File: src/rtl/display_pkg.sv
// ============================================================================
// Module  : display_pkg
// Brief   : Shared scan-state type and hex-to-7-segment pattern table.
// Revision: 1.0 - initial release
// ============================================================================
`default_nettype none

package display_pkg;

  typedef enum logic [1:0] {
    LS_ON   = 2'd0,
    BLANK_A = 2'd1,
    MS_ON   = 2'd2,
    BLANK_B = 2'd3
  } state_e;

  // Indexed by hex value; bit6..bit0 = g..a, active-high.
  localparam logic [15:0][6:0] SEG_TABLE = {
    7'h71, 7'h79, 7'h5E, 7'h39, 7'h7C, 7'h77, 7'h6F, 7'h7F,
    7'h07, 7'h7D, 7'h6D, 7'h66, 7'h4F, 7'h5B, 7'h06, 7'h3F
  };

endpackage

`default_nettype wire

File: src/rtl/seg7_decode.sv
// ============================================================================
// Module  : seg7_decode
// Brief   : Combinational full-hex to 7-segment decoder.
// Revision: 1.0 - initial release
// ============================================================================
`default_nettype none

module seg7_decode
  import display_pkg::*;
(
  input  logic [3:0] hex_i,
  output logic [6:0] seg_o
);

  assign seg_o = SEG_TABLE[hex_i];

endmodule

`default_nettype wire

File: src/rtl/display_scan.sv
// ============================================================================
// Module  : display_scan
// Brief   : Two-digit multiplexed 7-segment scanner with dead-time between
//           digit slots. Define LEADING_ZERO_BLANK_EN to blank a zero MS digit.
// Revision: 1.0 - initial release
// ============================================================================
`default_nettype none

module display_scan
  import display_pkg::*;
#(
  parameter int DIGIT_CYCLES = 1200,
  parameter int BLANK_CYCLES = 60
) (
  input  logic       clk,
  input  logic       rst,
  input  logic       en,
  input  logic [3:0] nibble_ms,
  input  logic [3:0] nibble_ls,
  output logic [6:0] seg,
  output logic [1:0] dig_sel,
  output logic       frame_start
);

  localparam int SLOT_MAX = (DIGIT_CYCLES > BLANK_CYCLES) ? DIGIT_CYCLES : BLANK_CYCLES;
  localparam int CNT_W    = $clog2(SLOT_MAX);

  localparam logic [CNT_W-1:0] C_DIGIT_LAST = CNT_W'(DIGIT_CYCLES - 1);
  localparam logic [CNT_W-1:0] C_BLANK_LAST = CNT_W'(BLANK_CYCLES - 1);

  state_e           state_q, state_d;
  logic [CNT_W-1:0] cnt_q, cnt_d;
  logic [3:0]       shadow_ms_q, shadow_ms_d;
  logic [3:0]       shadow_ls_q, shadow_ls_d;

  always_comb begin
    state_d     = state_q;
    cnt_d       = cnt_q + 1'b1;
    shadow_ms_d = shadow_ms_q;
    shadow_ls_d = shadow_ls_q;
    if (!en) begin
      // Park in the pre-frame blank so re-enable serves a full dead time.
      state_d = BLANK_B;
      cnt_d   = '0;
    end else begin
      case (state_q)
        LS_ON: if (cnt_q == C_DIGIT_LAST) begin
          state_d = BLANK_A;
          cnt_d   = '0;
        end
        BLANK_A: if (cnt_q == C_BLANK_LAST) begin
          state_d = MS_ON;
          cnt_d   = '0;
        end
        MS_ON: if (cnt_q == C_DIGIT_LAST) begin
          state_d = BLANK_B;
          cnt_d   = '0;
        end
        BLANK_B: if (cnt_q == C_BLANK_LAST) begin
          state_d     = LS_ON;
          cnt_d       = '0;
          shadow_ms_d = nibble_ms;
          shadow_ls_d = nibble_ls;
        end
        default: begin
          state_d = BLANK_B;
          cnt_d   = '0;
        end
      endcase
    end
  end

  always_ff @(posedge clk) begin
    if (rst) begin
      state_q     <= BLANK_B;
      cnt_q       <= '0;
      shadow_ms_q <= 4'h0;
      shadow_ls_q <= 4'h0;
    end else begin
      state_q     <= state_d;
      cnt_q       <= cnt_d;
      shadow_ms_q <= shadow_ms_d;
      shadow_ls_q <= shadow_ls_d;
    end
  end

  logic       w_ls_on;
  logic       w_ms_on;
  logic       w_lz_blank;
  logic [3:0] w_hex;
  logic [6:0] w_dec_seg;

  assign w_ls_on = (state_q == LS_ON);
  assign w_ms_on = (state_q == MS_ON);
  assign w_hex   = w_ms_on ? shadow_ms_q : shadow_ls_q;

  seg7_decode u_seg7_decode (
    .hex_i (w_hex),
    .seg_o (w_dec_seg)
  );

`ifdef LEADING_ZERO_BLANK_EN
  assign w_lz_blank = w_ms_on && (shadow_ms_q == 4'h0);
`else
  assign w_lz_blank = 1'b0;
`endif

  assign seg         = ((w_ls_on || w_ms_on) && !w_lz_blank) ? w_dec_seg : 7'h00;
  assign dig_sel     = {w_ms_on, w_ls_on};
  assign frame_start = w_ls_on && (cnt_q == '0);

endmodule

`default_nettype wire
File: config.mk
export PLATFORM = sky130hd
export DESIGN_NAME = display_scan
export DESIGN_NICKNAME = d
export VERILOG_FILES = /design/src/rtl/display_pkg.sv /design/src/rtl/seg7_decode.sv /design/src/rtl/display_scan.sv
export SDC_FILE = /design/constraint.sdc
export NUM_CORES = 1
export LEC_CHECK = 0
export CORE_MARGIN = 2
export CORE_UTILIZATION = 55
export DETAILED_ROUTE_END_ITERATION = 16
export HOLD_SLACK_MARGIN = 0.12
export PLACE_DENSITY = 0.81
export RECOVER_POWER = 25
export SKIP_CTS_REPAIR_TIMING = 1
export SYNTH_ARGS = -nofsm -noshare
export SYNTH_HDL_FRONTEND = slang
export SYNTH_SLANG_ARGS = --single-unit
File: constraint.sdc
create_clock -name clk -period 6.7 [get_ports clk]
set_clock_uncertainty 0.05 [all_clocks]
set_input_delay 1.34 -clock clk [delete_from_list [all_inputs] [get_ports clk]]
set_output_delay 1.34 -clock clk [all_outputs]
set_load 0.1 [all_outputs]
Yosys cells after proc, flatten, opt, wreduce, memory -nomap -nowiden
Memories as Yosys holds them, arrays and structs flattened.
Cells that the tools add are included.
W data, S select, Z words.
- equal/unequal tests: 9
- muxes and demuxes: 11
- $add $sub $neg: 1
- reduce and logical (&&, ||, !) cells: 9
- bitwise operators: 1
- order comparisons: 1
- operator list (kind ; count):
    $mux W11 ; 2
    $pmux W11 S2 ; 1
    $mux W7 ; 2
    $add A11 B1 Y11 const B ; 1
    $eq A11 B11 Y1 const B ; 1
    $eq A11 B6 Y1 const B ; 1
    $logic_not A11 Y1 ; 1
    $mux W2 ; 4
    $pmux W2 S4 ; 1
    $reduce_or A2 Y1 ; 3
    $lt A4 B5 Y1 const B ; 1
    $eq A2 B2 Y1 const B ; 2
    $mux W4 ; 1
    $ne A2 B1 Y1 const B ; 2
    $ne A2 B2 Y1 const B ; 2
    $reduce_and A4 Y1 ; 1
    $reduce_and A3 Y1 ; 1
    $eq A2 B1 Y1 const B ; 1
    $logic_not A2 Y1 ; 1
    $logic_and A1 B1 Y1 ; 1
    $logic_or A1 B1 Y1 ; 1
    $not A1 Y1 ; 1
- flip-flop bits (word level): 21
- bits in read-only memories: 112
- bits of input ports: 11
- output and inout port bits: 10
- memories: 1
- word-level logic and storage cells: 37
- memories (memory ; words ; width ; rd ports ; clocked after memory_dff ; wr ports ; line ; source):
    (no name shown) ; 16 ; 7 ; 1 ; 0 ; 0 ; seg7_decode.sv:15 ; assign seg_o = SEG_TABLE[hex_i];

Logic depth before layout (Yosys ltp)
Gate-level depths: netlist of the first run.
- depth in word-level cells: 5
- gate-level depth with buffers: 9
- gate-level depth less buffers: 8

By module
From an unflattened synthesis of the first run, not the netlist that was laid out.
- cell total of the unflattened synthesis: 157
- area total of the unflattened synthesis: 1386.3 sq um
- by module, submodules not included (module ; area an instance (sq um) ; cells each ; times used):
    display_scan ; 1096.1 ; 124 ; 1
    seg7_decode ; 290.3 ; 33 ; 1

Worst setup path after synthesis of the first run
No wires, ideal clock.
- path type: register to output
- start: register state_q[0]
- end: output port seg[6]
- path slack: 1.178 ns
- stages on the path, launching flop included: 10
- arrival time: 4.132 ns
- cell sequence: dfxtp_1 inv_1 ha_1 clkbuf_1 mux2i_1 inv_1 ha_1 nand2_1 o21ai_0 a221oi_1
- cells in the longest elaborated chain, start to end: 5
- elaborated cells between the ends (all ways): 7
- those cells by class: 1 x eq/ne; 3 x mux; 2 x reduce/logical; 1 x memory
- ends and longest elaborated chain (item ; line ; source):
    from (decl) ; display_scan.sv:31 ; state_e state_q, state_d;
    from (signal assigned) ; display_scan.sv:80 ; state_q <= state_d;
    $eq A2 B2 Y1 * ; display_scan.sv:94 ; assign w_ms_on = (state_q == MS_ON);
    named net w_ms_on ; display_scan.sv:88 ; logic w_ms_on;
    $mux W4 ; display_scan.sv:95 ; assign w_hex = w_ms_on ? shadow_ms_q : shadow_ls_q;
    $mem_v2 Z16 W7 ; n/a ;
    $mux W7 (implied by the code) ; seg7_decode.sv:15 ;
    $mux W7 * ; display_scan.sv:108 ; assign seg = ((w_ls_on || w_ms_on) && !w_lz_blank) ? w_dec_seg : 7'h00;
    to (decl) ; display_scan.sv:20 ; output logic [6:0] seg,
The timed path passes the listed nets; every way through them passes the cells marked *. The select of a mux whose other input is x is not followed.

Worst setup path in the final report of the first run
- start: register state_q[0]
- end: output port seg[6]
- cells in the longest elaborated chain, start to end: 5
- elaborated cells between the ends (all ways): 7
- those cells by class: 1 x eq/ne; 3 x mux; 2 x reduce/logical; 1 x memory
- ends and longest elaborated chain (item ; line):
    $eq A2 B2 Y1 ; display_scan.sv:94
    $mux W4 ; display_scan.sv:95
    $mem_v2 Z16 W7 ; n/a
    $mux W7 (implied by the code) ; seg7_decode.sv:15
    $mux W7 * ; display_scan.sv:108
Mark *: on every way between the ends. The rest lies on a longest branch, timed or not. The select of a mux whose other input is x is not followed.

==> results.toml, run 1 <==
[layout]
diodes = 0
num-fill-cells = 191
multi_input_area_um2 = 858
syn_to_final_growth_pct = 16.7
drive_gt1_share_pct = 6.90
mostFrequentLayoutCells = "dfxtp_1, clkdlybuf4s50_1, nor2_1, nor3_1, nand2_1"
layout_commonest_cell = "dfxtp_1"
nNetsFinal = 198
final-seq-area_um2 = 420
fin_util_pct = 69.4
fin_cells = 202

[timing]
fin_crit_ns = 5.14
rsz0062_at_grt = "no"
max_freq_mhz = 194
slew-limit-headroom_pct = 34.3
setup_viol = 0
final_hold_viol_count = 0
final-max-slew-violation-count = 0
layout_setup_ws_ns = 1.56
period_share_pct = 76.8
finalSetupTns_ns = 0
tightest_slew_ns = 0.982

[worst_setup_path]
worstPathMaxFanout = 9
crit_slowest_cell = "clkdlybuf4s50_1"
crit_chain = "inv_1, ha_1, mux2i_1, inv_1, ha_1, nand2_1, o21ai_0, a221oi_1, clkdlybuf4s50_1"
path_class = "reg -> out"
cp.arrival_ns = 3.75
critPathTopFamily = "buffers and inverters"
slowest_delay_ns = 1.18
startpoint_type = "flip-flop"
ff2ff_setup_slack_ns = 4.38
worstSetupEndpointType = "primary output"
worstPathRequired_ns = 5.31
crit_buf_inv = 3

[outcome]
status = "complete, no violations"

[synth]
syn_avg_cell_area_um2 = 8.48
synth_seq_cells = 21
synthCells = 158
ys_seq_area_share_pct = 31.4
syn_nets = 181
yosysWarnings = 0
synth_cell_types = 35
synth_area_um2 = 1340

[die]
die_h_um = 53.4
start_util_pct = 59.4
rows = 17
ios = 21
die_w_um = 53.4
dieArea_um2 = 2850
core_area_um2 = 2250

[place]
port_buffers = 20
place_worst_setup_slack_ns = 1.92
gp_congestion = 0.845
dp_cells = 198
dpl.hpwl_mm = 2.19

[global_route]
antenna_found_initial = 0
gr-total-overflow = 0
grt_pass1_wl_mm = 4.96
grt_usage_pct = 23.7
grt_max_degree = 15
grt_pass1_vias = 1183

[routing]
first_pass_iters = 4
wl_mm = 2.80
vias = 1191
drtAntennaViolNets = 0
dr_wl_met2_mm = 1.37
routedWlPerCell_um = 13.9
top_layer = "met4"
viasPerCell = 5.90
dr.first_iter.drc_count = 22
wl_met3_um = 133
drc = 0
met1_length_mm = 1.23

[cts]
cts_sinks = 21
clockRootBuffer = "clkbuf_4"
clkLatencyLatePin_ns = 0.30
cts_inserted_buffers = 3
clock_path_buffers = 2
clk_pin_slew_ns = 0.11
htree_levels = 1
cts_tree = "built"

[run]
cap_violations = 0

[power]
power.density_nw_per_um2 = 126
p_leak_uw = 0.000597
peakVddDrop_mv = 0.133

[hold_path]
hold_path.class = "reg -> reg"
==> layer usage <==
layer  vias up  GRT usage (%)
met5         -              0
met4         0           12.0
met3         8           4.80
met2        42           40.5
met1       553           27.7
li1        588              -
==> worst reg2reg max path, stage by stage, from the launching register on <==
cell and delay (ns):
dfxtp_1 0.40, ha_1 0.23, nand3_1 0.21, or4_1 0.52, a21oi_1 0.65, nor3_1 0.12
==> final timing paths <==
check / to / from / cells after the start
worst min register to register: shadow_ms_q[0] / shadow_ms_q[0] / 2
worst max register to register: cnt_q[3] / cnt_q[0] / 5
worst min-delay path: shadow_ms_q[0] / shadow_ms_q[0] / 2
worst max-delay path: seg[6] / state_q[0] / 9
==> metrics by stage <==
| stage | total power (uW) | instance area, um^2 | hold WS (ns) |
|---|---|---|---|
| floorplan | 133 | 1340 | 0.404 |
| global placement | 139 | 1540 | 0.425 |
| detailed placement | 140 | 1540 | 0.432 |
| CTS | 199 | 1560 | 0.461 |
| global route | 204 | 1560 | 0.491 |
| finish | 196 | 1560 | 0.454 |
==> cell type report <==
cell class	instances	area share [%]
tap	28	2.24
timing repair buffer	20	12.8
multi-input combinational	123	54.9
sequential	21	26.9
clock inverter	1	0.320
clock buffer	3	1.44
inverter	6	1.44
==> kinds of logic (layout without fill, tap and decap cells) <==
kind of cell / Yosys count / in the layout / synth area share [%]
AND/OR/NAND/NOR: 67 / 67 / 26.1
flip-flops: 21 / 21 / 31.4
AO/OA/AOI/OAI: 20 / 20 / 9.34
multiplexers: 15 / 15 / 11.5
buffers and inverters: 14 / 30 / 4.57
adder cells (fa/ha/maj): 12 / 12 / 11.2
XOR/XNOR: 9 / 9 / 5.88
==> Yosys cell counts (all sizes together) <==
master / instances / area share [%]
mux2: 3 / 2.5
o32a: 1 / 0.84
o22ai: 2 / 0.93
nor4: 2 / 2.1
or4: 1 / 0.56
nor3b: 1 / 0.56
a221oi: 2 / 1.3
dfxtp: 21 / 31
or2: 1 / 0.47
or3: 2 / 0.93
and4: 1 / 0.65
nor3: 14 / 5.2
buf: 3 / 1.5
nand3: 5 / 1.9
inv: 6 / 1.7
ha: 12 / 11
o21ai: 5 / 1.9
xor2: 5 / 3.3
nor2: 18 / 5.0
o31a: 1 / 0.65
or4b: 1 / 1.0
nand3b: 1 / 0.56
nor4b: 1 / 0.65
o21bai: 2 / 1.1
clkbuf: 5 / 1.4
nand4: 3 / 1.4
nand2b: 1 / 0.47
a21oi: 7 / 2.6
nand2: 13 / 3.6
xnor2: 4 / 2.6
and3: 2 / 1.0
mux2i: 12 / 9.0
==> registers in the layout, indices dropped and copies added, names as in the netlist <==
register and count:
cnt_q 11, shadow_ls_q 4, shadow_ms_q 4, state_q 2
==> power by group <==
part           switching (uW)  internal (uW)
logic                    4.06           6.49
clock network            37.5           22.2
registers               0.599            125
Note: power is estimated with default switching activity, not from simulation.
==> run 2: changes to the inputs <==
--- a/config.mk
+++ b/config.mk
@@ -6,10 +6,10 @@
 export NUM_CORES = 1
 export LEC_CHECK = 0
 export CORE_MARGIN = 2
-export CORE_UTILIZATION = 55
+export CORE_UTILIZATION = 53
 export DETAILED_ROUTE_END_ITERATION = 16
 export HOLD_SLACK_MARGIN = 0.12
-export PLACE_DENSITY = 0.81
+export PLACE_DENSITY = 0.79
 export RECOVER_POWER = 25
 export SKIP_CTS_REPAIR_TIMING = 1
 export SYNTH_ARGS = -nofsm -noshare
==> constraint.sdc (replaced) <==
create_clock -name clk -period 5.2 [get_ports clk]
set_clock_uncertainty 0.05 [all_clocks]
set_input_delay 1.04 -clock clk [delete_from_list [all_inputs] [get_ports clk]]
set_output_delay 1.04 -clock clk [all_outputs]
set_load 0.1 [all_outputs]
==> run 2 against run 1 <==
Effect of this change:
- the run now ends with capacitance limit, slew limit left
- sequential power rose by 29%
- critical path depth fell by 1
- clock power grew 30%
- critical path type unchanged
==> results.toml, run 2 (same netlist as run 1, synthesis figures left out) <==
[die]
die_w_um = 54.3
die_h_um = 54.3
start_util_pct = 55.1
core_area_um2 = 2430
rows = 18
dieArea_um2 = 2950
ios = 21

[cts]
clock_path_buffers = 2
clk_pin_slew_ns = 0.12
cts_sinks = 21
htree_levels = 1
clockRootBuffer = "clkbuf_4"
cts_tree = "built"
cts_inserted_buffers = 3
clkLatencyLatePin_ns = 0.30

[global_route]
grt_pass1_vias = 1105
gr-total-overflow = 0
grt_usage_pct = 21.5
grt_max_degree = 15
grt_pass1_wl_mm = 4.66
antenna_found_initial = 0

[routing]
routedWlPerCell_um = 13.3
drtAntennaViolNets = 0
vias = 1159
dr.first_iter.drc_count = 13
wl_mm = 2.71
drc = 0
viasPerCell = 5.68
first_pass_iters = 4

[power]
peakVddDrop_mv = 0.159
power.density_nw_per_um2 = 164
p_leak_uw = 0.000605

[worst_setup_path]
crit_slowest_cell = "clkdlybuf4s50_1"
path_class = "reg -> out"
worstPathMaxFanout = 9
startpoint_type = "flip-flop"
worstPathRequired_ns = 4.11
cp.arrival_ns = 3.37
crit_chain = "inv_1, ha_1, mux2i_1, inv_1, ha_1, o22ai_1, nor2_1, clkdlybuf4s50_1"
worstSetupEndpointType = "primary output"
slowest_delay_ns = 0.97

[place]
port_buffers = 20
placed_area_um2 = 1530
gp_congestion = 0.799
dpl.hpwl_mm = 2.12
place_worst_setup_slack_ns = 1.08

[timing]
fin_crit_ns = 4.46
period_share_pct = 85.7
rsz0062_at_grt = "no"
finalSetupTns_ns = 0
slew-limit-headroom_pct = -28.9
setup_viol = 0
tightest_slew_ns = 1.92
final-max-slew-violation-count = 9
final_hold_viol_count = 0
layout_setup_ws_ns = 0.742
max_freq_mhz = 224

[layout]
mostFrequentLayoutCells = "dfxtp_1, nor2_1, nor3_1, nand2_1, clkdlybuf4s50_1"
diodes = 0
drive_gt1_share_pct = 9.20
top_regs = "cnt_q x11, shadow_ls_q x4, shadow_ms_q x4"
syn_to_final_growth_pct = 15.2
nNetsFinal = 198
top_register = "cnt_q"
design_area_um2 = 1540
largest_reg_flops = 11
layout_commonest_cell = "dfxtp_1"

[hold_path]
hold_path.class = "reg -> reg"

[outcome]
status = "finished with violations"
violations = "capacitance limit, slew limit"

[run]
cap_violations = 1
run 2: cell count changes in the layout (fill, tap and decap cells not counted):
| cell | delta |
|---|---|
| a221oi_1 | -1 |
| a221oi_2 | +1 |
| buf_4 | +5 |
| clkbuf_1 | +1 |
| clkdlybuf4s50_1 | -6 |
| clkinv_2 | -1 |
| dlygate4sd3_1 | +1 |
| nor4_1 | +1 |
| nor4_4 | -1 |
run 2: final timing paths:
kind | start | endpoint | depth (start not counted) | slack (ns)
setup / recovery | state_q[0] | seg[2] | 8 | 0.74
hold / removal | cnt_q[0] | cnt_q[0] | 1 | 0.46
setup reg to reg | cnt_q[6] | shadow_ls_q[2] | 4 | 2.15
hold reg to reg | cnt_q[0] | cnt_q[0] | 1 | 0.46
run 2: layer usage:
layer  wire (um)  up-vias  global-route usage, %
met5           0        -                      0
met4          35        0                   5.00
met3          80        7                   4.37
met2        1410       21                   42.4
met1        1190      537                   23.0
li1            -      594                      -
run 2: area by class of cell:
| type | instances | area [um^2] |
|---|---|---|
| Timing Repair Buffer | 20 | 188 |
| Clock buffer | 4 | 26.3 |
| Multi-Input combinational cell | 123 | 850 |
| Tap cell | 30 | 37.5 |
| Inverter | 6 | 22.5 |
| Fill cell | 221 | 888 |
| Sequential cell | 21 | 420 |
run 2: report_power, final:
group | internal [uW] | total [uW] | switching [uW]
sequential | 162 | 162 | 0.766
combinational | 8.12 | 12.9 | 4.80
clock | 29.9 | 77.7 | 47.8
run 2: critical path, delay by kind of cell (launching register included):
family                     cells  cell delay (ns)
muxes                          1             0.54
AOI/OAI and AO/OA              1             0.19
DFF                            1             0.36
buffers and inverters          3             1.23
adders and majority gates      2             0.68
and+or+nand+nor                1             0.06
run 2: per-stage QoR:
step / total power, uW / hold slack, ns / std cells / utilization, %
CTS: 256 / 0.468 / 204 / 64.1
finish: 253 / 0.459 / 204 / 63.5
detailed placement: 179 / 0.444 / 200 / 63.0
floorplan: 171 / 0.404 / 158 / -
global placement: 179 / 0.442 / 200 / 63.0
global route: 264 / 0.510 / 204 / 63.5
==> run 3: changes to the inputs <==
--- a/config.mk
+++ b/config.mk
@@ -5,11 +5,12 @@
 export SDC_FILE = /design/constraint.sdc
 export NUM_CORES = 1
 export LEC_CHECK = 0
+export ABC_AREA = 1
 export CORE_MARGIN = 2
 export CORE_UTILIZATION = 53
 export DETAILED_ROUTE_END_ITERATION = 16
 export HOLD_SLACK_MARGIN = 0.12
-export PLACE_DENSITY = 0.79
+export PLACE_DENSITY = 0.78
 export RECOVER_POWER = 25
 export SKIP_CTS_REPAIR_TIMING = 1
 export SYNTH_ARGS = -nofsm -noshare
==> run 3 against run 2 <==
Effect of this change:
- the flow now finishes without violations
- combinational power increased by 4%
- flip-flop and latch count unchanged
- worst setup slack gained 0.21 ns
- utilization rose by 1.3 points
- critical endpoint unchanged
- largest cell class unchanged
==> results.toml, run 3 <==
[outcome]
status = "complete, no violations"

[routing]
first_pass_iters = 4
drc = 0
routedWlPerCell_um = 9.71
drtAntennaViolNets = 0
dr.first_iter.drc_count = 37
vias = 1290
wl_mm = 2.59
viasPerCell = 4.83

[synth]
synthCells = 217
yosysTopAreaCell = "dfxtp_1"
ys_seq_area_share_pct = 29.7
synth_cell_types = 25
syn_nets = 240
yosysWarnings = 0
synth-async-reset-ratio_pct = 0
synth_seq_cells = 21
syn_avg_cell_area_um2 = 6.53
synth_edf_count = 0
synth_common_cells = "nand2_1, nor2_1, inv_1"
synth_most_common_cell = "nand2_1"
synth_area_um2 = 1420
yosysTopAreaCellShare_pct = 29.7
synth_area_leaders = "dfxtp_1, nand2_1, ha_1"
synth-main-ff-cell = "dfxtp_1"

[power]
swShare_pct = 21.4
intPower_uw = 199
switching_power_uw = 54.3
peakVddDrop_mv = 0.143
seqPwrFrac_pct = 64.1
p_leak_uw = 0.000742
p_clk_share_pct = 30.7
power_frac_comb_pct = 5.3
power_uw = 254
power.density_nw_per_um2 = 157

[timing]
final_hold_viol_count = 0
tightest_slew_ns = 0.988
final-max-slew-violation-count = 0
fin_crit_ns = 4.25
setup_viol = 0
rsz0062_at_grt = "no"
max_freq_mhz = 235
slew-limit-headroom_pct = 33.9
period_share_pct = 81.7
finalSetupTns_ns = 0

[worst_setup_path]
worstSetupEndpointType = "primary output"
worstPathRequired_ns = 4.11
worstPathMaxFanout = 12
r2r_end = "shadow_ms_q[1]"
crit_start = "state_q[0]"
startpoint_type = "flip-flop"
path_class = "reg -> out"
r2r_start = "cnt_q[0]"
ff2ff_setup_slack_ns = 3.27
reg2reg_depth = 6
cp-endpoint = "seg[2]"
cp.arrival_ns = 3.16

[place]
placed_area_um2 = 1610
gp_congestion = 0.855
dp_cells = 263
port_buffers = 20
dpl.hpwl_mm = 2.06

[cts]
clkLatencyLatePin_ns = 0.30
cts_sinks = 21
clk_pin_slew_ns = 0.12
clock_path_buffers = 2
cts_tree = "built"
htree_levels = 1
clockRootBuffer = "clkbuf_4"
cts_inserted_buffers = 3

[layout]
num-fill-cells = 230
nNetsFinal = 261
layout_commonest_cell = "nand2_1"
syn_to_final_growth_pct = 14.3
mostFrequentLayoutCells = "nand2_1, nor2_1, inv_1, dfxtp_1, clkdlybuf4s50_1"
fin_cells = 267
top_register = "cnt_q"
top_regs = "cnt_q x11, shadow_ls_q x4, shadow_ms_q x4"
design_area_um2 = 1620
drive_gt1_share_pct = 9.70
largest_reg_flops = 11
diodes = 0
fin_util_pct = 64.8

[die]
core_area_um2 = 2500
ios = 21
die_h_um = 55.7
rows = 18
start_util_pct = 56.7
die_w_um = 55.7
dieArea_um2 = 3100

[global_route]
grt_usage_pct = 17.6
grt_max_degree = 17
gr-total-overflow = 0
grt_pass1_wl_mm = 4.54
grt_pass1_vias = 1092
antenna_found_initial = 0

[hold_path]
hold_start = "cnt_q[9]"
hold_path.class = "reg -> reg"

[run]
cap_violations = 0
run 3: cell type report:
cell class | count | area [um^2] | area share [%]
Tap cell | 30 | 37.5 | 2.32
Clock buffer | 4 | 26.3 | 1.62
Sequential cell | 21 | 420 | 25.9
Timing Repair Buffer | 20 | 188 | 11.6
Inverter | 32 | 120 | 7.41
Multi-Input combinational cell | 160 | 828 | 51.1
run 3: worst max-delay path, cell delays in order (launching register included):
cell and delay (ns):
dfxtp_1 0.40, inv_1 0.08, ha_1 0.34, o21ai_1 0.41, inv_1 0.15, ha_1 0.27, nor3_1 0.19, nor2_1 0.06
clkdlybuf4s50_1 0.96
run 3: how the worst min path moves through the flow:
| stage | to | cells after the start |
|---|---|---|
| 2_1_floorplan | cnt_q[9] | 2 |
| 3_3_place_gp | cnt_q[9] | 2 |
| 3_5_place_dp | cnt_q[9] | 2 |
| 4_1_cts | cnt_q[9] | 2 |
| 5_1_grt | cnt_q[9] | 2 |
| 6_report | cnt_q[9] | 2 |
run 3: metrics by stage:
step | setup WS [ns] | hold slack, ns
after floorplan | 0.993 | 0.401
after global placement | 1.36 | 0.412
after detailed placement | 1.30 | 0.418
after CTS | 0.954 | 0.436
after global routing | 0.718 | 0.486
final | 0.951 | 0.432
run 3: kinds of logic (layout without fill, tap and decap cells):
| logic type | after synthesis | in the layout | synth area share, % |
|---|---|---|---|
| buf+inv | 36 | 56 | 10.9 |
| fa+ha+maj | 12 | 12 | 10.6 |
| simple gates | 121 | 121 | 37.1 |
| xor+xnor | 6 | 6 | 3.71 |
| compound gates | 21 | 21 | 8.12 |
| flops | 21 | 21 | 29.7 |
run 3: layer usage:
layer,track usage (%),wire length [um],part of all wire (%),vias to the layer above
met1,26.2,1380,53,543
met3,2.79,130,5.0,5
li1,-,-,-,711
met2,26.4,1050,40,31
met5,0,0,0,-
met4,4.18,29,1.1,0
run 3: power groups by stage:
stage	registers (uW)	clock network, uW	logic (uW)
after floorplan	166	0	5.08
after global placement	166	0	14.0
after detailed placement	166	0	14.1
after CTS	163	82.3	14.2
after global routing	163	86.7	15.2
final	162	77.8	13.4
